==> src/rtl/vrf_operand_requester.sv <==
// VRF operand requester: streams command reads across banks under
// operand-queue credits, while writes always win their bank.
package vrf_operand_requester_pkg;
   typedef enum logic [2:0] {
      ALU_A, ALU_B, ALU_C, MFPU_A,
      MFPU_B, MFPU_C, ST_A, MASK_M
   } opqueue_e;
endpackage

module vrf_operand_requester
   import vrf_operand_requester_pkg::*;
#(
   parameter int NrBanks    = 8,
   parameter int VAddrWidth = 16,
   parameter int LenWidth   = 10,
   parameter int QueueDepth = 4
) (
   input  logic                                 clk_i,
   input  logic                                 rst_ni,
   input  logic                                 cmd_valid_i,
   output logic                                 cmd_ready_o,
   input  logic [VAddrWidth-1:0]                cmd_addr_i,
   input  logic [LenWidth-1:0]                  cmd_len_i,
   input  opqueue_e                             cmd_opqueue_i,
   input  logic                                 wr_valid_i,
   output logic                                 wr_ready_o,
   input  logic [VAddrWidth-1:0]                wr_addr_i,
   input  logic [63:0]                          wr_data_i,
   input  logic [7:0]                           wr_be_i,
   input  logic                                 credit_i,
   output logic [NrBanks-1:0]                   req_o,
   output logic [NrBanks-1:0]                   wen_o,
   output logic [NrBanks-1:0][VAddrWidth-1:0]   addr_o,
   output opqueue_e [NrBanks-1:0]               tgt_opqueue_o,
   output logic [NrBanks-1:0][63:0]             wdata_o,
   output logic [NrBanks-1:0][7:0]              be_o,
   output logic                                 done_o
);

   localparam int BankW = $clog2(NrBanks);
   localparam int CredW = $clog2(QueueDepth + 1);
   localparam logic [CredW-1:0] CredMax = CredW'(QueueDepth);

   typedef enum logic {IDLE, READ} state_e;

   state_e                state_q, state_d;
   logic [VAddrWidth-1:0] addr_q, addr_d;
   logic [LenWidth-1:0]   rem_q, rem_d;
   opqueue_e              op_q, op_d;
   logic [CredW-1:0]      cred_q, cred_d;
   logic                  done_q, done_d;
   logic [BankW-1:0]      rd_bank, wr_bank;
   logic                  rd_issue;

   assign rd_bank    = addr_q[BankW-1:0];
   assign wr_bank    = wr_addr_i[BankW-1:0];
   assign wr_ready_o = 1'b1;
   assign done_o     = done_q;

   // A write to the same bank takes the port; the read retries next cycle
   assign rd_issue = (state_q == READ) && (cred_q != '0) &&
                     !(wr_valid_i && (wr_bank == rd_bank));

   always_comb begin
      state_d     = state_q;
      addr_d      = addr_q;
      rem_d       = rem_q;
      op_d        = op_q;
      done_d      = 1'b0;
      cmd_ready_o = (state_q == IDLE);
      unique case (state_q)
         IDLE: begin
            if (cmd_valid_i) begin
               if (cmd_len_i == '0) begin
                  done_d = 1'b1;
               end else begin
                  state_d = READ;
                  addr_d  = cmd_addr_i;
                  rem_d   = cmd_len_i;
                  op_d    = cmd_opqueue_i;
               end
            end
         end
         READ: begin
            if (rd_issue) begin
               addr_d = addr_q + 1'b1;
               rem_d  = rem_q - 1'b1;
               if (rem_q == LenWidth'(1)) begin
                  state_d = IDLE;
                  done_d  = 1'b1;
               end
            end
         end
         default: ;
      endcase
   end

   always_comb begin
      cred_d = cred_q;
      if (rd_issue && !credit_i) begin
         cred_d = cred_q - 1'b1;
      end else if (!rd_issue && credit_i && (cred_q != CredMax)) begin
         cred_d = cred_q + 1'b1;
      end
   end

   always_comb begin
      req_o   = '0;
      wen_o   = '0;
      addr_o  = '0;
      wdata_o = '0;
      be_o    = '0;
      for (int b = 0; b < NrBanks; b++) begin
         tgt_opqueue_o[b] = ALU_A;
         if (wr_valid_i && (wr_bank == BankW'(b))) begin
            req_o[b]   = 1'b1;
            wen_o[b]   = 1'b1;
            addr_o[b]  = wr_addr_i;
            wdata_o[b] = wr_data_i;
            be_o[b]    = wr_be_i;
         end
         if (rd_issue && (rd_bank == BankW'(b))) begin
            req_o[b]         = 1'b1;
            addr_o[b]        = addr_q;
            tgt_opqueue_o[b] = op_q;
         end
      end
   end

   always_ff @(posedge clk_i or negedge rst_ni) begin
      if (!rst_ni) begin
         state_q <= IDLE;
         addr_q  <= '0;
         rem_q   <= '0;
         op_q    <= ALU_A;
         cred_q  <= CredMax;
         done_q  <= 1'b0;
      end else begin
         state_q <= state_d;
         addr_q  <= addr_d;
         rem_q   <= rem_d;
         op_q    <= op_d;
         cred_q  <= cred_d;
         done_q  <= done_d;
      end
   end

endmodule

==> config.mk <==
export PLATFORM = sky130hd
export DESIGN_NAME = vrf_operand_requester
export DESIGN_NICKNAME = d
export VERILOG_FILES = /design/src/rtl/vrf_operand_requester.sv
export SDC_FILE = /design/constraint.sdc
export NUM_CORES = 1
export LEC_CHECK = 0
export ABC_CLOCK_PERIOD_IN_PS = 3200
export CELL_PAD_IN_SITES_DETAIL_PLACEMENT = 2
export CELL_PAD_IN_SITES_GLOBAL_PLACEMENT = 2
export CORE_AREA = 5 5 335 337
export CTS_CLUSTER_DIAMETER = 50
export DETAILED_ROUTE_END_ITERATION = 6
export DIE_AREA = 0 0 340 342
export GPL_ROUTABILITY_DRIVEN = 0
export PLACE_DENSITY_LB_ADDON = 0.25
export SYNTH_ARGS = -nofsm -noshare
export SYNTH_HDL_FRONTEND = slang
export SYNTH_SLANG_ARGS = --single-unit
==> constraint.sdc <==
create_clock -name clk_i -period 3.2 [get_ports clk_i]
set_input_delay 0.32 -clock clk_i [delete_from_list [all_inputs] [get_ports clk_i]]
set_output_delay 0.32 -clock clk_i [all_outputs]
set_load 0.01 [all_outputs]
# [Yosys cells after proc, flatten, opt, wreduce, memory -nomap -nowiden]
# Index checks and enable logic that the tools add are counted.
[totals] regBits=34 latchBits=0 ramBits=0 romBits=0 word_cells=140 n_memories=0
[classes] n_addsub=4 mul=0 div_mod_pow=0 magnitude_cmp=0 eq_ne=20 shift=0 n_mux=76 n_bitwise=2 n_reduce_logical=32
[ops] operator="two-way mux 64 bit" count=8
[ops] operator="two-way mux 16 bit" count=19
[ops] operator="two-way mux 8 bit" count=8
[ops] operator="one-hot mux 16 bit (2 select lines)" count=1
[ops] operator="two-way mux 10 bit" count=3
[ops] operator="two-way mux 3 bit" count=10
[ops] operator="equality test 3 bit, second input constant" count=8
[ops] operator="two-way mux 1 bit" count=24
[ops] operator="logical AND 1 bit" count=22
[ops] operator="one-hot mux 10 bit (2 select lines)" count=1
[ops] operator="adder 16 x 1 -> 16 bit, second input constant" count=1
[ops] operator="equality test 3 x 2 -> 1 bit, second input constant" count=4
[ops] operator="equality test 10 x 1 -> 1 bit, second input constant" count=1
[ops] operator="logical NOT 10 bit" count=1
[ops] operator="subtractor 10 x 1 -> 10 bit, second input constant" count=1
[ops] operator="equality test 3 x 1 -> 1 bit, second input constant" count=2
[ops] operator="logical NOT 3 bit" count=2
[ops] operator="AND reduction 3 bit" count=2
[ops] operator="inequality test 2 bit, second input constant" count=2
[ops] operator="one-hot mux 1 bit (2 select lines)" count=2
[ops] operator="adder 3 x 1 -> 3 bit, second input constant" count=1
[ops] operator="equality test 3 bit" count=1
[ops] operator="logical NOT 1 bit" count=3
[ops] operator="inequality test 3 bit, second input constant" count=1
[ops] operator="other kinds (5)" count=6

# [Longest topological paths before layout]
[logic_depth] word_depth=9 ltp_mapped=11 mapped_depth_nobuf=8

# [Worst setup path before layout]
# OpenSTA, ideal clock, no wires.
[synth_path] path_type="register -> register" startpoint="reg addr_q[0]" endpoint="reg cred_q[2]" arrival_time_ps=2404 t_required_ps=3107 slack_ps=703 path_stages_with_launch=12 synth_period_minus_slack_ps=2497 path_cell_list="dfrtp_1 buf_2 xnor2_1 a41oi_2 buf_4 buf_6 nor2b_1 inv_1 fa_1 a211o_1 o21ai_0 a221oi_1"
[synth_via] elab_chain_cells=8
[synth_rtl] item="from (decl)" line="47" rtl="logic [VAddrWidth-1:0] addr_q, addr_d;"
[synth_rtl] item="from (signal assigned)" line="140" rtl="addr_q <= addr_d;"
[synth_rtl] item="equality test 3 bit (*)" line="62" rtl="!(wr_valid_i && (wr_bank == rd_bank));"
[synth_rtl] item="logical AND 1 bit (*)" line="62"
[synth_rtl] item="logical NOT 1 bit (*)" line="62"
[synth_rtl] item="logical AND 1 bit (*)" line="61" rtl="assign rd_issue = (state_q == READ) && (cred_q != '0) &&"
[synth_rtl] item="logical NOT 1 bit" line="102" rtl="end else if (!rd_issue && credit_i && (cred_q != CredMax)) begin"
[synth_rtl] item="logical AND 1 bit (2 in series)" line="102"
[synth_rtl] item="nonzero test 2 bit (no line)"
[synth_rtl] item="to (signal assigned)" line="136" rtl="cred_q <= CredMax;"
[synth_rtl] item="to (signal assigned)" line="143" rtl="cred_q <= cred_d;"
[synth_rtl] item="to (decl)" line="50" rtl="logic [CredW-1:0] cred_q, cred_d;"
# Mark *: on every way between the ends. The rest lies on a longest branch, timed or not.
# A chain may end at the register's enable or synchronous reset.

==> qor.csv <==
metric,value,unit
ANT nets after route,0,
most common flop cell mapped by yosys,dfrtp_1,
mapped cell area,8070,µm²
max-cap check violation count,0,
sequential area share after synthesis,10.6,%
Synth top area share,46.2,%
drt total wl,110000,µm
FMAX,0.317,GHz
GRT overflow,0,
post-DP HPWL,91700,µm
htree depth,2,
Hold Slack,0.175,ns
CTS tree,done,
share of layout cells above drive strength 1,8.93,%
status,completed,
Final period util,98.4,%
Final Hold Viols,0,
1st-pass router iterations,4,
number of flops mapped to enable cells by yosys,0,
HP Class,input pin to async pin,
Worst-Margin Slew,1.01,ns
"count leader, synth",and2_1,
TritonCTS Buffers,5,
die height,342,µm
syn avg cell area,6.05,µm²
overall routing resource usage,17.8,%
Port-buffer cells,864,
Crit. End Element,output pin,
row cnt,121,
"Distinct cells, synth",60,
DRT iter0 DRCs,460,
clk buf depth,2,
CTS Sinks,34,
first-pass GRT wire length,143000,µm
worst setup path class,input pin to output pin,
vias in the first global route,14456,
Cells after Synth,1332,
Core ar.,109000,µm²
initial antenna violation count,39,
initial core utilization,7.43,%
startpoint types,input pin,
clock root cell,clkbuf_16,
Fill cells,12680,
"Arr. time, crit path",2.83,ns
DR vias,13216,
worst reg2reg setup slack,0.50,ns
RSZ-0062 raised after global routing,true,
Layout Nets,2292,
Worst VDD drop,278,µV
wire per inst,30.6,µm
skew final,0.0104,ns
die area,116000,µm²
synth top area cells,"and2_1, dfrtp_1, nand2_1, o21ai_0, clkbuf_1",
list of most frequent post-synthesis cells,"and2_1, nand2_1, o21ai_0",
max_slew headroom,32.9,%
Placed Area,19200,µm²
Critical Path RT,2.88,ns
min cycle time layout,3.15,ns
largest net degree at the start of global routing,59,
Pwr Density,371,nW/µm²
Pwr Total,0.00722,W
leakage dissipation,7.04,nW
final setup violation count,0,
Final Max Slew Viols,0,
register area,855,µm²
synthesized flop and latch total,34,
CTS Hold Buffers Added,0,
area of the multi-input gates,6590,µm²
async set-reset flop share out of synthesis,100,%
drc violations,0,
critical path peak fanout,18,
Die W,340,µm
Final Util,17.9,%
clk slew on worst S/H paths,0.07,ns
cell area after layout,19500,µm²
I/O Pins,869,
synthesis-to-layout area growth,141,%
clk_lat worst skew,0.30,ns
Synth area leader,and2_1,
DR vias/cell,3.69,
total of warnings raised by yosys,0,
-- final cells by class --
| cell class | count | area share [%] |
|---|---|---|
| clock buffers | 6 | 0.714 |
| diodes | 9 | 0.116 |
| well taps | 1414 | 9.09 |
| repair buffers | 967 | 51.2 |
| clock inverters | 2 | 0.0643 |
| inverters | 27 | 0.547 |
| flip-flops and latches | 34 | 4.39 |
| multi-input cells | 1126 | 33.8 |
-- stage by stage --
| stage | setup TNS, ns | setup slack (ns) | cells |
|---|---|---|---|
| finish | 0 | 0.0502 | 3585 |
| detailed placement | 0 | 0.0132 | 3562 |
| CTS | 0 | 0.0328 | 3572 |
| global placement | -0.00897 | -0.00613 | 3562 |
| floorplan | 0 | 0.703 | 1334 |
| global route | -0.0890 | -0.0354 | 3576 |
-- layer usage --
metal | track usage (%) | wire, µm
met1 | 21.2 | 44300
met4 | 1.35 | 787
met3 | 6.04 | 9530
met2 | 32.3 | 55000
met5 | 0 | 61
-- path summary, 6_finish.rpt --
| path | from | to | cells past startpoint |
|---|---|---|---|
| max | wr_addr_i[0] | addr_o[3] | 8 |
| min | rst_ni | done_o | 1 |
| max reg2reg | addr_q[2] | cred_q[2] | 10 |
| min reg2reg | rem_q[1] | rem_q[1] | 2 |
| max in group asynchronous | rst_ni | addr_q[0] | 1 |
| min in group clk_i | rem_q[1] | rem_q[1] | 2 |
-- logic make-up (layout without fill, tap and decap cells) --
| family | after synthesis | count (layout) | share of synthesized area, % |
|---|---|---|---|
| mux | 6 | 6 | 0.791 |
| buf+inv | 174 | 1002 | 8.95 |
| xor+xnor | 4 | 4 | 0.434 |
| other cells | 2 | 13 | 0.0931 |
| compound gates | 193 | 193 | 14.1 |
| flops | 34 | 34 | 10.6 |
| simple gates | 910 | 910 | 63.6 |
| fa+ha+maj | 9 | 9 | 1.49 |
-- sequential cells by signal, indices dropped and copies added, names as in the netlist --
signal	cells
op_q	3
addr_q	16
state_q	1
rem_q	10
cred_q	3
done_o	1
-- cells in the final DEF, fill, tap and decap left out, types with 8 or more instances in the layout --
cell type / count
o21ai_0: 127
diode_2: 9
buf_4: 86
a21oi_1: 13
ha_1: 8
nor2_1: 29
nand3_1: 32
nor3_1: 8
nand2_1: 178
and2_1: 595
inv_1: 24
or2_2: 11
dfrtp_1: 31
nand4_1: 8
buf_12: 51
and3_1: 10
clkdlybuf4s50_1: 829
o21ai_1: 10
-- power by group --
| group | total (W) | switching, W | internal (W) |
|---|---|---|---|
| clock | 0.000550 | 0.000240 | 0.000310 |
| combinational | 0.00553 | 0.00318 | 0.00235 |
| sequential | 0.00114 | 0.000482 | 0.000659 |
| total | 0.00722 | 0.00390 | 0.00332 |
-- worst max-delay path, stage by stage --
cell and delay [ns]:
clkdlybuf4s50_1 0.48, xnor2_1 0.31, a41oi_4 0.16, buf_12 0.17, and3_1 0.21, buf_4 0.21
o21ai_0 0.35, clkdlybuf4s50_1 0.62
-- what timing repair did --
item,4_1_cts,5_1_grt
gates cloned,0,0
buffers inserted,2,4
gates resized for setup,8,6
endpoints found under the setup margin,55,23
Note: power is estimated with default switching activity, not from simulation.
